--- config.mk ---
export PLATFORM = sky130hd
export DESIGN_NAME = mpp_dac_shaper
export DESIGN_NICKNAME = d
export VERILOG_FILES = /design/src/rtl/mpp_pkg.sv /design/src/rtl/mpp_sat_offset.sv /design/src/rtl/mpp_dac_shaper.sv
export SDC_FILE = /design/constraint.sdc
export NUM_CORES = 1
export LEC_CHECK = 0
export CAP_MARGIN = 0
export CORE_MARGIN = 2
export CORE_UTILIZATION = 55
export DETAILED_ROUTE_END_ITERATION = 8
export PLACE_DENSITY_LB_ADDON = 0.2
export SYNTH_ARGS = -nofsm -noshare
export SYNTH_HDL_FRONTEND = slang
export SYNTH_HIERARCHICAL = 1
export SYNTH_SLANG_ARGS = --single-unit
--- constraint.sdc ---
create_clock -name clk -period 5.48 [get_ports clk]
set_input_delay 0.548 -clock clk [delete_from_list [all_inputs] [get_ports clk]]
set_output_delay 0.548 -clock clk [all_outputs]
set_load 0.005 [all_outputs]
--- src/rtl/mpp_pkg.sv ---
// Shared definitions for the MPP hover-coil DAC path: envelope state
// encoding, unity gain code and the DAC midscale helper.
package mpp_pkg;

  typedef enum logic [1:0] {
    ST_IDLE      = 2'd0,
    ST_RAMP_UP   = 2'd1,
    ST_ACTIVE    = 2'd2,
    ST_RAMP_DOWN = 2'd3
  } env_state_e;

  localparam int unsigned UNITY_GAIN = 128;

  // Offset-binary code for a zero sample.
  function automatic int unsigned midscale(input int unsigned dac_w);
    return 32'd1 << (dac_w - 32'd1);
  endfunction

endpackage

--- src/rtl/mpp_sat_offset.sv ---
// Combinational clamp of a wide signed value into the DAC range, conversion
// to offset binary, and a strobe flagging that clipping occurred.
module mpp_sat_offset #(
  parameter int unsigned IN_W  = 40,
  parameter int unsigned DAC_W = 12
) (
  input  logic signed [IN_W-1:0]  i_val,
  output logic        [DAC_W-1:0] o_code_c,
  output logic                    o_clip_c
);

  localparam logic signed [IN_W-1:0] MAX_V = IN_W'((32'd1 << (DAC_W - 32'd1)) - 32'd1);
  localparam logic signed [IN_W-1:0] MIN_V = ~MAX_V;

  logic [DAC_W-1:0] w_clamped;

  always_comb begin
    w_clamped = i_val[DAC_W-1:0];
    o_clip_c  = 1'b0;
    if (i_val > MAX_V) begin
      w_clamped = MAX_V[DAC_W-1:0];
      o_clip_c  = 1'b1;
    end else if (i_val < MIN_V) begin
      w_clamped = MIN_V[DAC_W-1:0];
      o_clip_c  = 1'b1;
    end
  end

  // Two's complement to offset binary is an MSB flip.
  assign o_code_c = {~w_clamped[DAC_W-1], w_clamped[DAC_W-2:0]};

endmodule

--- src/rtl/mpp_dac_shaper.sv ---
// Gain, soft-start/stop envelope and saturation stage between the MPP
// sample generator and the hover-coil DAC; fixed 3-cycle pipeline.
module mpp_dac_shaper
  import mpp_pkg::*;
#(
  parameter int unsigned IN_W      = 24,
  parameter int unsigned DAC_W     = 12,
  parameter int unsigned GAIN_W    = 8,
  parameter int unsigned RAMP_LOG2 = 5
) (
  input  logic              clk,
  input  logic              rst_n,
  input  logic              en,
  input  logic [IN_W-1:0]   sample_in,
  input  logic              sample_vld,
  input  logic [GAIN_W-1:0] gain,
  input  logic              sat_clr,
  output logic [DAC_W-1:0]  dac_code,
  output logic              dac_vld,
  output logic              busy,
  output logic              sat_flag
);

  localparam int unsigned PROD_W     = IN_W + GAIN_W + 1;
  localparam int unsigned ENV_W      = RAMP_LOG2 + 1;
  localparam int unsigned P2_W       = PROD_W + ENV_W + 1;
  localparam int unsigned GAIN_SHIFT = $clog2(UNITY_GAIN);
  localparam logic [ENV_W-1:0] ENV_MAX = ENV_W'(32'd1 << RAMP_LOG2);
  localparam logic [DAC_W-1:0] MID     = DAC_W'(midscale(DAC_W));

  env_state_e               r_state, w_state_n;
  logic [ENV_W-1:0]         r_env, w_env_n;
  logic                     r_busy;

  logic signed [PROD_W-1:0] w_smp_x, w_gain_x, w_prod1, r_p1;
  logic [ENV_W-1:0]         r_env1;
  logic signed [P2_W-1:0]   w_p1_x, w_env_x, w_prod2, r_p2;
  logic                     r_v1, r_v2, r_v3;
  logic [DAC_W-1:0]         w_code, r_code;
  logic                     w_clip, r_sat;

  // Envelope next state: transition on en first, then step env in the new direction.
  always_comb begin
    w_state_n = r_state;
    w_env_n   = r_env;
    case (r_state)
      ST_IDLE:      if (en)  w_state_n = ST_RAMP_UP;
      ST_RAMP_UP:   if (!en) w_state_n = ST_RAMP_DOWN;
      ST_ACTIVE:    if (!en) w_state_n = ST_RAMP_DOWN;
      ST_RAMP_DOWN: if (en)  w_state_n = ST_RAMP_UP;
      default:               w_state_n = ST_IDLE;
    endcase
    if (sample_vld) begin
      case (w_state_n)
        ST_RAMP_UP, ST_ACTIVE: if (r_env != ENV_MAX) w_env_n = r_env + ENV_W'(1);
        ST_RAMP_DOWN:          if (r_env != '0)      w_env_n = r_env - ENV_W'(1);
        default:               w_env_n = '0;
      endcase
    end
    if (w_state_n == ST_RAMP_UP && w_env_n == ENV_MAX) w_state_n = ST_ACTIVE;
    if (w_state_n == ST_RAMP_DOWN && w_env_n == '0)    w_state_n = ST_IDLE;
  end

  always_ff @(posedge clk or negedge rst_n) begin
    if (!rst_n) begin
      r_state <= ST_IDLE;
      r_env   <= '0;
      r_busy  <= 1'b0;
    end else begin
      r_state <= w_state_n;
      r_env   <= w_env_n;
      r_busy  <= (w_state_n != ST_IDLE);
    end
  end

  assign w_smp_x  = {{(PROD_W-IN_W){sample_in[IN_W-1]}}, sample_in};
  assign w_gain_x = {{(PROD_W-GAIN_W){1'b0}}, gain};
  assign w_prod1  = w_smp_x * w_gain_x;

  assign w_p1_x   = {{(P2_W-PROD_W){r_p1[PROD_W-1]}}, r_p1};
  assign w_env_x  = {{(P2_W-ENV_W){1'b0}}, r_env1};
  assign w_prod2  = w_p1_x * w_env_x;

  mpp_sat_offset #(
    .IN_W  (P2_W),
    .DAC_W (DAC_W)
  ) u_sat (
    .i_val    (r_p2),
    .o_code_c (w_code),
    .o_clip_c (w_clip)
  );

  // S1 gain, S2 envelope (env before this sample's step), S3 clamp/offset.
  always_ff @(posedge clk or negedge rst_n) begin
    if (!rst_n) begin
      r_p1   <= '0;
      r_env1 <= '0;
      r_v1   <= 1'b0;
      r_p2   <= '0;
      r_v2   <= 1'b0;
      r_v3   <= 1'b0;
      r_code <= MID;
      r_sat  <= 1'b0;
    end else begin
      r_p1   <= w_prod1 >>> GAIN_SHIFT;
      r_env1 <= r_env;
      r_v1   <= sample_vld;
      r_p2   <= w_prod2 >>> RAMP_LOG2;
      r_v2   <= r_v1;
      r_v3   <= r_v2;
      if (r_v2) r_code <= w_code;
      if (r_v2 && w_clip) r_sat <= 1'b1;
      else if (sat_clr)   r_sat <= 1'b0;
    end
  end

  assign dac_code = r_code;
  assign dac_vld  = r_v3;
  assign busy     = r_busy;
  assign sat_flag = r_sat;

endmodule

==> metrics.txt, run 1 <==
Clk Latency, worst-skew pair=roughly 350 ps; critical path class=flop to flop; first-pass GRT wire length=just over 50 mm; pin count of the biggest net entering global routing=56; Post-Synthesis Cells=~1.6k; Mapped Area=roughly 15000 µm²; most used cell, CP=fa_1; TritonRoute pass-1 iters=4; Post-Synth Adder-Cell Area=0.455; root buf cell=clkbuf_16; clk buf depth=2; clk slew on worst S/H paths=70 ps; simple-gate share of the synthesized area=0.185; critical path depth=17; Horiz. Die Dim=roughly 170 µm; compound-gate portion of the synthesized area=0.0754; share of post-route cells with drive strength above 1=0.0558; vias in the first global route=between 10k and 15k; main combinational cell family by area after synthesis=adder cells; CTS tree=built; WP data required=approximately 5700 ps; Post-route DRC=0; Nets=around 2.1k; post-DP HPWL=24.2 mm; CP endpoint kind=flop; total global-route track usage=0.215; setup bufs post-CTS=0; initial DRC count=around 510; pre-CTS setup slack=-50.1 ps; min Tclk post-route=between 5000 and 6000 ps; main flop type after synthesis=dfrtp_1; Syn-to-layout area delta=10.3%; Final period util=0.939; Worst path slowest cell=fa_1; final global-route overflow total=0; Post-synth ARST share=1.00; delay-heaviest family, CP=adder cells; Final WS setup=about 330 ps; RSZ-0062 raised after global routing=false; die area=between 20000 and 30000 µm²; via count=10.5k; Final Max Tran Viols=0; # setup viols final=0; critical path's largest stage delay=550 ps; diodes inserted=0; run status=completed; cell breakdown of the critical path=buf_12 -> and2_1 -> fa_1 -> fa_1 -> fa_1 -> inv_1 -> fa_1 -> inv_1 -> ha_1 -> buf_4 -> a21o_1 -> a21oi_1 -> o211ai_1 -> a21o_1 -> or2_2 -> a211o_1 -> xor2_1; Slew @ Worst Pin=roughly 1000 ps; final wirelength=about 28 mm; # fillers=~2.3k; synth warn=6; boundary pin count=52; Port-buffer cells=51; Hold Path Class=input port to async pin; Worst Path Arrival=roughly 5400 ps; Synth Area in XOR/XNOR=0.0330; top cells by area, synth=fa_1, dfrtp_1, ha_1, and2_1, inv_1; Vias/cell=5.21; Rows=60; critical path fanouts, max=19; Net Count, Synth=between 2k and 2.5k; CORE AREA=between 20000 and 30000 µm²; initial core utilization=0.556; number of clock buffers inserted by TritonCTS=9; top-count cell post-synth=inv_1; mux contribution to synthesized area=0.0119; Netlist cell types=around 70; GPL Wtd Cong=0.842; Synth top area share=0.344; die height=168 µm; clock skew=~13 ps; endpoints failing hold=0; crit start category=flop; number of flops mapped to enable cells by yosys=0; Max-slew headroom=0.335; Seq/Total Area, Yosys=0.143; syn avg cell area=approximately 9.3 µm²; R2R depth=17; Max H-tree Level=3; buffers plus inverters on the worst setup path=4; Max Freq=between 0.15 and 0.2 GHz; WL/cell=14.1 µm; fin util=0.613; post-synth top area cell=fa_1; initial antenna violation count=0; leading post-synthesis cells by instance count=inv_1, fa_1, and2_1; CTS Sinks=85; Yosys reg bits=85; maxcap violations=0; Post-DRT Antenna Nets=0
==> cell families (layout without fill, tap and decap cells) <==
kind of cell,count (synthesis),after routing
AO/OA/AOI/OAI,159,159
XOR/XNOR,56,56
adder cells (fa/ha/maj),387,387
buffers and inverters,379,455
flip-flops,85,85
multiplexers,16,16
AND/OR/NAND/NOR,508,508
==> cell usage in the layout, fill, tap and decap left out, drive strengths merged, types with 4 or more instances in the layout <==
master,Yosys,routed
nand2,147,147
and2,227,227
o211ai,5,5
a21oi,38,38
nand3,9,9
dfrtp,84,84
o21a,5,5
clkdlybuf4s50,0,50
and3,9,9
nand4,16,16
mux2,13,13
buf,4,48
o311ai,4,4
xnor2,35,35
nor4,19,19
fa,255,255
o21ai,18,18
nor3,20,20
clkbuf,34,9
xor2,21,21
o2bb2ai,11,11
a31oi,7,7
or4,5,5
ha,132,132
nor2,32,32
nor2b,7,7
a211o,4,4
inv,341,345
o21bai,7,7
a211oi,10,10
a21o,22,22
==> layer usage <==
layer	vias up	part of all wire	track usage	wire length [µm]
met5	-	0	0	0
met4	0	0.011	0.0435	322
met3	31	0.033	0.0214	935
met2	185	0.47	0.356	13200
met1	5141	0.49	0.310	13800
li1	5099	-	-	-
==> flip-flops by register name, indices dropped and copies added, names as in the netlist <==
| register | cells |
|---|---|
| r_p1 | 26 |
| r_env1 | 6 |
| sat_flag | 1 |
| r_p2 | 28 |
| r_v2 | 1 |
| busy | 1 |
| r_v1 | 1 |
| r_env | 6 |
| dac_code | 12 |
| r_state | 2 |
| dac_vld | 1 |
==> layout make-up <==
cell class              count  area (µm²)  area share
multi-input cells        1126       11300       0.689
flip-flops and latches     85        2130       0.130
inverters                 341        1280      0.0781
repair buffers             98         961      0.0586
well taps                 341         427      0.0260
clock buffers               9         225      0.0137
clock inverters             7        73.8     0.00450
==> through the flow <==
| step | setup TNS [ps] | hold slack [ps] | instance area [µm²] | instances |
|---|---|---|---|---|
| floorplan | 0 | 252 | 14900 | 1590 |
| global placement | 0 | 339 | 16100 | 1991 |
| detailed placement | -71.4 | 335 | 16100 | 1991 |
| CTS | 0 | 146 | 16400 | 2007 |
| global route | 0 | 161 | 16400 | 2007 |
| finish | 0 | 128 | 16400 | 2007 |
==> worst paths after layout <==
path                                           from                  to  slack (ps)
worst max-delay path            r_env1[3]$_DFF_PN0_  r_p2[21]$_DFF_PN0_         330
worst min-delay path                          rst_n  r_p2[27]$_DFF_PN0_         130
worst max register to register  r_env1[3]$_DFF_PN0_  r_p2[21]$_DFF_PN0_         330
worst min register to register       r_v1$_DFF_PN0_      r_v2$_DFF_PN0_         350
max in group asynchronous                     rst_n  r_p2[16]$_DFF_PN0_        4350
min in group clk                     r_v1$_DFF_PN0_      r_v2$_DFF_PN0_         350
==> what timing repair did <==
item                       CTS  global route
hold buffers                 0             0
resized for setup            0             1
setup endpoints to repair    0             2
hold endpoints to repair     0             0
Power of run 1 is not shown: default switching activity piles up to over one toggle a cycle in this logic, so the estimate is an artifact.
==> run 2, diff against run 1 <==
--- a/config.mk
+++ b/config.mk
@@ -7,7 +7,7 @@
 export LEC_CHECK = 0
 export CAP_MARGIN = 0
 export CORE_MARGIN = 2
-export CORE_UTILIZATION = 55
+export CORE_UTILIZATION = 28
 export DETAILED_ROUTE_END_ITERATION = 8
 export PLACE_DENSITY_LB_ADDON = 0.2
 export SYNTH_ARGS = -nofsm -noshare
==> run 2 against run 1 <==
Against the previous run:
- maximum frequency shrank 0.98%
- non-clock buffer count grew 49
- first-iteration DRC count shrank 54%
- setup slack lost 51 ps
- core utilization shrank 28 points
- clock-buffer cell count grew 1
- final cell count grew 20%
- critical path depth grew 2
- die area grew 94%
- global-route usage shrank 8.7 points
- design area grew 5.3%
- flip-flop and latch count is the same
- critical path type unchanged
- highest routed layer unchanged
==> metrics.txt, run 2 (synthesized netlist as in run 1, its figures left out) <==
run status=completed; clock skew=10.7 ps (-2.40 ps); endpoints failing hold=0 (unchanged); CTS Hold Bufs=0 (unchanged); R2R depth=19 (+2); RSZ-0062 raised after global routing=false; final instance area=17300 µm² (+5.3%); post-DP HPWL=27.7 mm (+15%); GR Layer Usage met1=0.190 (-0.120); die area=54900 µm² (+94%); Nets=2134 (+2.4%); Max H-tree Level=3 (unchanged); initial core utilization=0.283 (-0.273); CTS tree=built; commonest non-fill, non-tap cell in the layout=inv_1; total global-route track usage=0.127 (-0.0875); most used cell, CP=fa_1; Worst Path Arrival=5460 ps (+90 ps); Post-route DRC=0 (unchanged); max reg flops=28 (unchanged); CORE AREA=52600 µm² (+97%); WP data required=5740 ps (+40 ps); critical path fanouts, max=14 (-5); root buf cell=clkbuf_16; Max-slew headroom=0.333 (-0.00186); clk slew on worst S/H paths=60 ps (about the same); Syn-to-layout area delta=16.2%; Setup crit start=r_env1[3]$_DFF_PN0_; RR Startpoint=r_env1[3]$_DFF_PN0_; Post-DRT Antenna Nets=0 (unchanged); CTS Sinks=85 (unchanged); share of post-route cells with drive strength above 1=0.0822 (+0.0264); reg2reg end=r_p2[27]$_DFF_PN0_; initial antenna violation count=0 (unchanged); maxcap violations=0 (unchanged); Horiz. Die Dim=234 µm (+39%); GPL Wtd Cong=0.805 (-4.4%); Worst path slowest cell=fa_1; Max Freq=0.192 GHz (-0.98%); met2 GRT Util=0.201 (-0.155); cell total after placement=2387 (+20%); Rows=84 (+40%); first-pass GRT wire length=57.1 mm (+13%); Port-buffer cells=51 (unchanged); Top reg by flops=r_p2; Vias/cell=4.34 (-17%); initial DRC count=233 (-54%); buffers plus inverters on the worst setup path=6 (+2); min Tclk post-route=5200 ps (+51.1 ps); Seq. cell area=2130 µm² (unchanged); die height=234 µm (+39%); footprint of the multi-input gates=11300 µm² (unchanged); cell breakdown of the critical path=buf_12 -> and2_1 -> fa_1 -> inv_1 -> fa_1 -> inv_1 -> fa_1 -> fa_1 -> ha_1 -> nand3_1 -> o22ai_1 -> o311ai_1 -> buf_4 -> a2111oi_0 -> buf_4 -> a211oi_1 -> buf_4 -> a311oi_1 -> xnor2_1; WL/cell=13.5 µm (-4.3%); placed cell areas=16900 µm² (+5.1%); critical path class=flop to flop; final wirelength=32.4 mm (+15%); via count=10.4k (-0.15%); pin count of the biggest net entering global routing=77 (+38%); TritonRoute pass-1 iters=4 (unchanged); # fillers=5515 (+140%); vias in the first global route=11.3k (+3.0%); M3 GR Usage=0.0114 (-0.00996); boundary pin count=52 (unchanged); Slew @ Worst Pin=1000 ps (+2.79 ps); # setup viols final=0 (unchanged); most frequent cells in the layout=inv_1, fa_1, and2_1, nand2_1, ha_1; final cell count without fillers=2403 (+20%); diodes inserted=0 (unchanged); Critical Path Sink=r_p2[27]$_DFF_PN0_; most crowded layer after global routing=met2; delay-heaviest family, CP=adder cells; final global-route overflow total=0 (unchanged); clk buf depth=2 (unchanged); flop2flop setup slack=280 ps (-50 ps); Clk Latency, worst-skew pair=350 ps (about the same); Hold Path Class=input port to async pin; crit start category=flop; CP endpoint kind=flop; critical path depth=19 (+2); Final Max Tran Viols=0 (unchanged); number of clock buffers inserted by TritonCTS=9 (unchanged); critical path's largest stage delay=530 ps (-20 ps); Final period util=0.949 (+0.00933)
==> run 2: layout make-up <==
| class | instances | share of cell area |
|---|---|---|
| Clock buffer | 10 | 0.0133 |
| Inverter | 341 | 0.0742 |
| Timing Repair Buffer | 147 | 0.0786 |
| Multi-Input combinational cell | 1126 | 0.654 |
| Clock inverter | 6 | 0.00645 |
| Sequential cell | 85 | 0.123 |
| Tap cell | 688 | 0.0499 |
==> run 2: worst min-delay path by stage <==
stage	to	slack, ps
6_report	r_p2[20]$_DFF_PN0_	20
5_1_grt	r_p2[20]$_DFF_PN0_	8
4_1_cts	r_p2[20]$_DFF_PN0_	1
3_5_place_dp	r_v2$_DFF_PN0_	340
3_3_place_gp	r_v2$_DFF_PN0_	340
2_1_floorplan	busy$_DFF_PN0_	250
==> run 2: through the flow <==
step                setup TNS, ps  hold WS (ps)  setup slack, ps   util
floorplan                       0           252              667      -
global placement                0           340             7.03  0.322
detailed placement          -98.8           342            -74.2  0.322
CTS                             0          1.43              236  0.328
global route                    0          8.34             11.6  0.328
finish                          0          18.7              281  0.328
==> run 2: metal layers <==
layer,part of all wire,vias up
met5,0,-
li1,-,5195
met4,0.010,0
met2,0.44,120
met1,0.53,5107
met3,0.023,18
==> run 2: timing repair <==
| item | in CTS | in global routing |
|---|---|---|
| setup buffers | 0 | 0 |
| resized for setup | 0 | 2 |
| setup endpoints to repair | 0 | 1 |
Power of run 2 is left out for the same reason.
==> run 3, diff against run 2 <==
--- a/config.mk
+++ b/config.mk
@@ -14,3 +14,4 @@
 export SYNTH_HDL_FRONTEND = slang
 export SYNTH_HIERARCHICAL = 1
 export SYNTH_SLANG_ARGS = --single-unit
+export TNS_END_PERCENT = 50
==> constraint.sdc (replaced) <==
create_clock -name clk -period 5.7 [get_ports clk]
set_input_delay 0.57 -clock clk [delete_from_list [all_inputs] [get_ports clk]]
set_output_delay 0.57 -clock clk [all_outputs]
set_load 0.005 [all_outputs]
==> run 3 against run 2 <==
Against the previous run:
- sequential share of layout area is 0.35 points higher
- clock-buffer cell count fell by 1
- global-route usage decreased by 0.24 points
- maximum frequency is 0.63% lower
- critical path type unchanged
- flip-flop and latch count did not move
- register-to-register slack improved by 190 ps
==> metrics.txt, run 3 (synthesized netlist as in run 1, its figures left out) <==
first-pass GRT wire length=55.7 mm (-2.5%); Post-DRT Antenna Nets=0 (unchanged); post-DP HPWL=27.3 mm (-1.4%); CTS Sinks=85 (unchanged); CP endpoint kind=flop; max reg flops=28 (unchanged); CORE AREA=52600 µm² (unchanged); Top reg by flops=r_p2; clock skew=15.5 ps (+4.75 ps); Port-buffer cells=51 (unchanged); Slew @ Worst Pin=977 ps (-22.7 ps); Post-route DRC=0 (unchanged); Clk Latency, worst-skew pair=360 ps (about the same); critical path fanouts, max=17 (+3); vias in the first global route=11.1k (-1.7%); min Tclk post-route=5230 ps (+32.8 ps); Worst Path Arrival=5500 ps (+40 ps); footprint of the multi-input gates=11300 µm² (about the same); CTS Hold Bufs=0 (unchanged); Final period util=0.918 (-0.0309); critical path's largest stage delay=550 ps (+20 ps); clk slew on worst S/H paths=70 ps (about the same); Nets=2080 (-2.5%); most used cell, CP=fa_1; initial antenna violation count=0 (unchanged); TritonRoute pass-1 iters=4 (unchanged); initial DRC count=416 (+79%); die area=54900 µm² (unchanged); reg2reg end=r_p2[27]$_DFF_PN0_; # fillers=5483 (-0.58%); pin count of the biggest net entering global routing=57 (-26%); WP data required=5970 ps (+230 ps); maxcap violations=0 (unchanged); total global-route track usage=0.125 (-0.00244); R2R depth=18 (-1); cell breakdown of the critical path=and2_1 -> fa_1 -> inv_1 -> fa_1 -> inv_1 -> fa_1 -> fa_1 -> ha_1 -> nand3_1 -> o22ai_1 -> o311ai_1 -> buf_4 -> a2111oi_0 -> buf_4 -> a211oi_1 -> buf_4 -> a311oi_1 -> xnor2_1; RSZ-0062 raised after global routing=false; Rows=84 (unchanged); critical path depth=18 (-1); Worst path slowest cell=dfrtp_2; buffers plus inverters on the worst setup path=5 (-1); root buf cell=clkbuf_16; Final TNS setup=0 ps (unchanged); clk buf depth=2 (unchanged); crit start category=flop; final global-route overflow total=0 (unchanged); Seq. cell area=2130 µm² (about the same); delay-heaviest family, CP=adder cells; number of clock buffers inserted by TritonCTS=9 (unchanged); RR Startpoint=r_env1[3]$_DFF_PN0_; pre-CTS setup slack=120 ps (+194 ps); CTS tree=built; initial core utilization=0.283 (unchanged); flop2flop setup slack=470 ps (+190 ps); diodes inserted=0 (unchanged); Max Freq=0.191 GHz (-0.63%); Max-slew headroom=0.348 (+0.0151); endpoints failing hold=0 (unchanged); Hold Path Class=input port to async pin; Vias/cell=4.34 (-0.13%); fin util=0.320 (-0.00895); die height=234 µm (unchanged); # setup viols final=0 (unchanged); Max H-tree Level=3 (unchanged); critical path class=flop to flop; GPL Wtd Cong=0.810 (+0.61%); share of post-route cells with drive strength above 1=0.0536 (-0.0286); Syn-to-layout area delta=13.0%; WL/cell=13.7 µm (+1.9%); final wirelength=32.2 mm (-0.42%); Horiz. Die Dim=234 µm (unchanged); commonest non-fill, non-tap cell in the layout=inv_1; boundary pin count=52 (unchanged); Final Max Tran Viols=0 (unchanged); Final WS setup=468 ps (+187 ps); run status=completed; most frequent cells in the layout=inv_1, fa_1, and2_1, nand2_1, ha_1; via count=10.2k (-2.4%)
## run 3: cell count changes in the layout (fill, tap and decap cells not counted), sizes merged
cell | previous run | this run
dlymetal6s2s | 1 | 0
buf | 97 | 43
clkinv | 2 | 1
clkbuf | 10 | 9
inv | 341 | 345
bufinv | 3 | 1
clkdlybuf4s50 | 49 | 50
## run 3: worst max path at each step
stage | start | end | slack (ps)
after global routing | r_env1[3]$_DFF_PN0_ | r_p2[27]$_DFF_PN0_ | 110
after detailed placement | gain[2] | r_p1[25]$_DFF_PN0_ | 120
after global placement | gain[2] | r_p1[18]$_DFF_PN0_ | 170
after CTS | r_env1[3]$_DFF_PN0_ | r_p2[27]$_DFF_PN0_ | 250
final | r_env1[3]$_DFF_PN0_ | r_p2[27]$_DFF_PN0_ | 470
after floorplan | gain[2] | r_p1[18]$_DFF_PN0_ | 870
## run 3: final cells by class
cell class                      instances  area share
Multi-Input combinational cell       1126       0.673
Sequential cell                        85       0.127
Tap cell                              688      0.0513
Clock inverter                          7     0.00462
Timing Repair Buffer                   93      0.0550
Clock buffer                            9      0.0134
Inverter                              341      0.0762
## run 3: worst reg2reg max path: cells and delay by family (launching register included)
kind / cells / cell delay [ps]
fa+ha+maj: 5 / 2320
simple gates: 2 / 340
buf+inv: 5 / 600
flops: 1 / 550
xor+xnor: 1 / 160
compound gates: 5 / 1180
## run 3: per-layer routing
layer | global-route usage | routed length (µm)
met4 | 0.0242 | 337
met1 | 0.184 | 17100
met2 | 0.199 | 14100
met5 | 0 | 0
met3 | 0.0120 | 722
## run 3: stage by stage
| step | cells | hold slack, ps | instance area, µm² |
|---|---|---|---|
| after global placement | 2333 | 336 | 16500 |
| after floorplan | 1590 | 274 | 14900 |
| after global routing | 2349 | 183 | 16800 |
| after detailed placement | 2333 | 337 | 16500 |
| after CTS | 2349 | 164 | 16800 |
| final | 2349 | 152 | 16800 |
## run 3: what timing repair did
item,in CTS,in global routing
endpoints found under the setup margin,0,1
resized for setup,0,1
setup buffers,0,0
Power of run 3 is left out for the same reason.
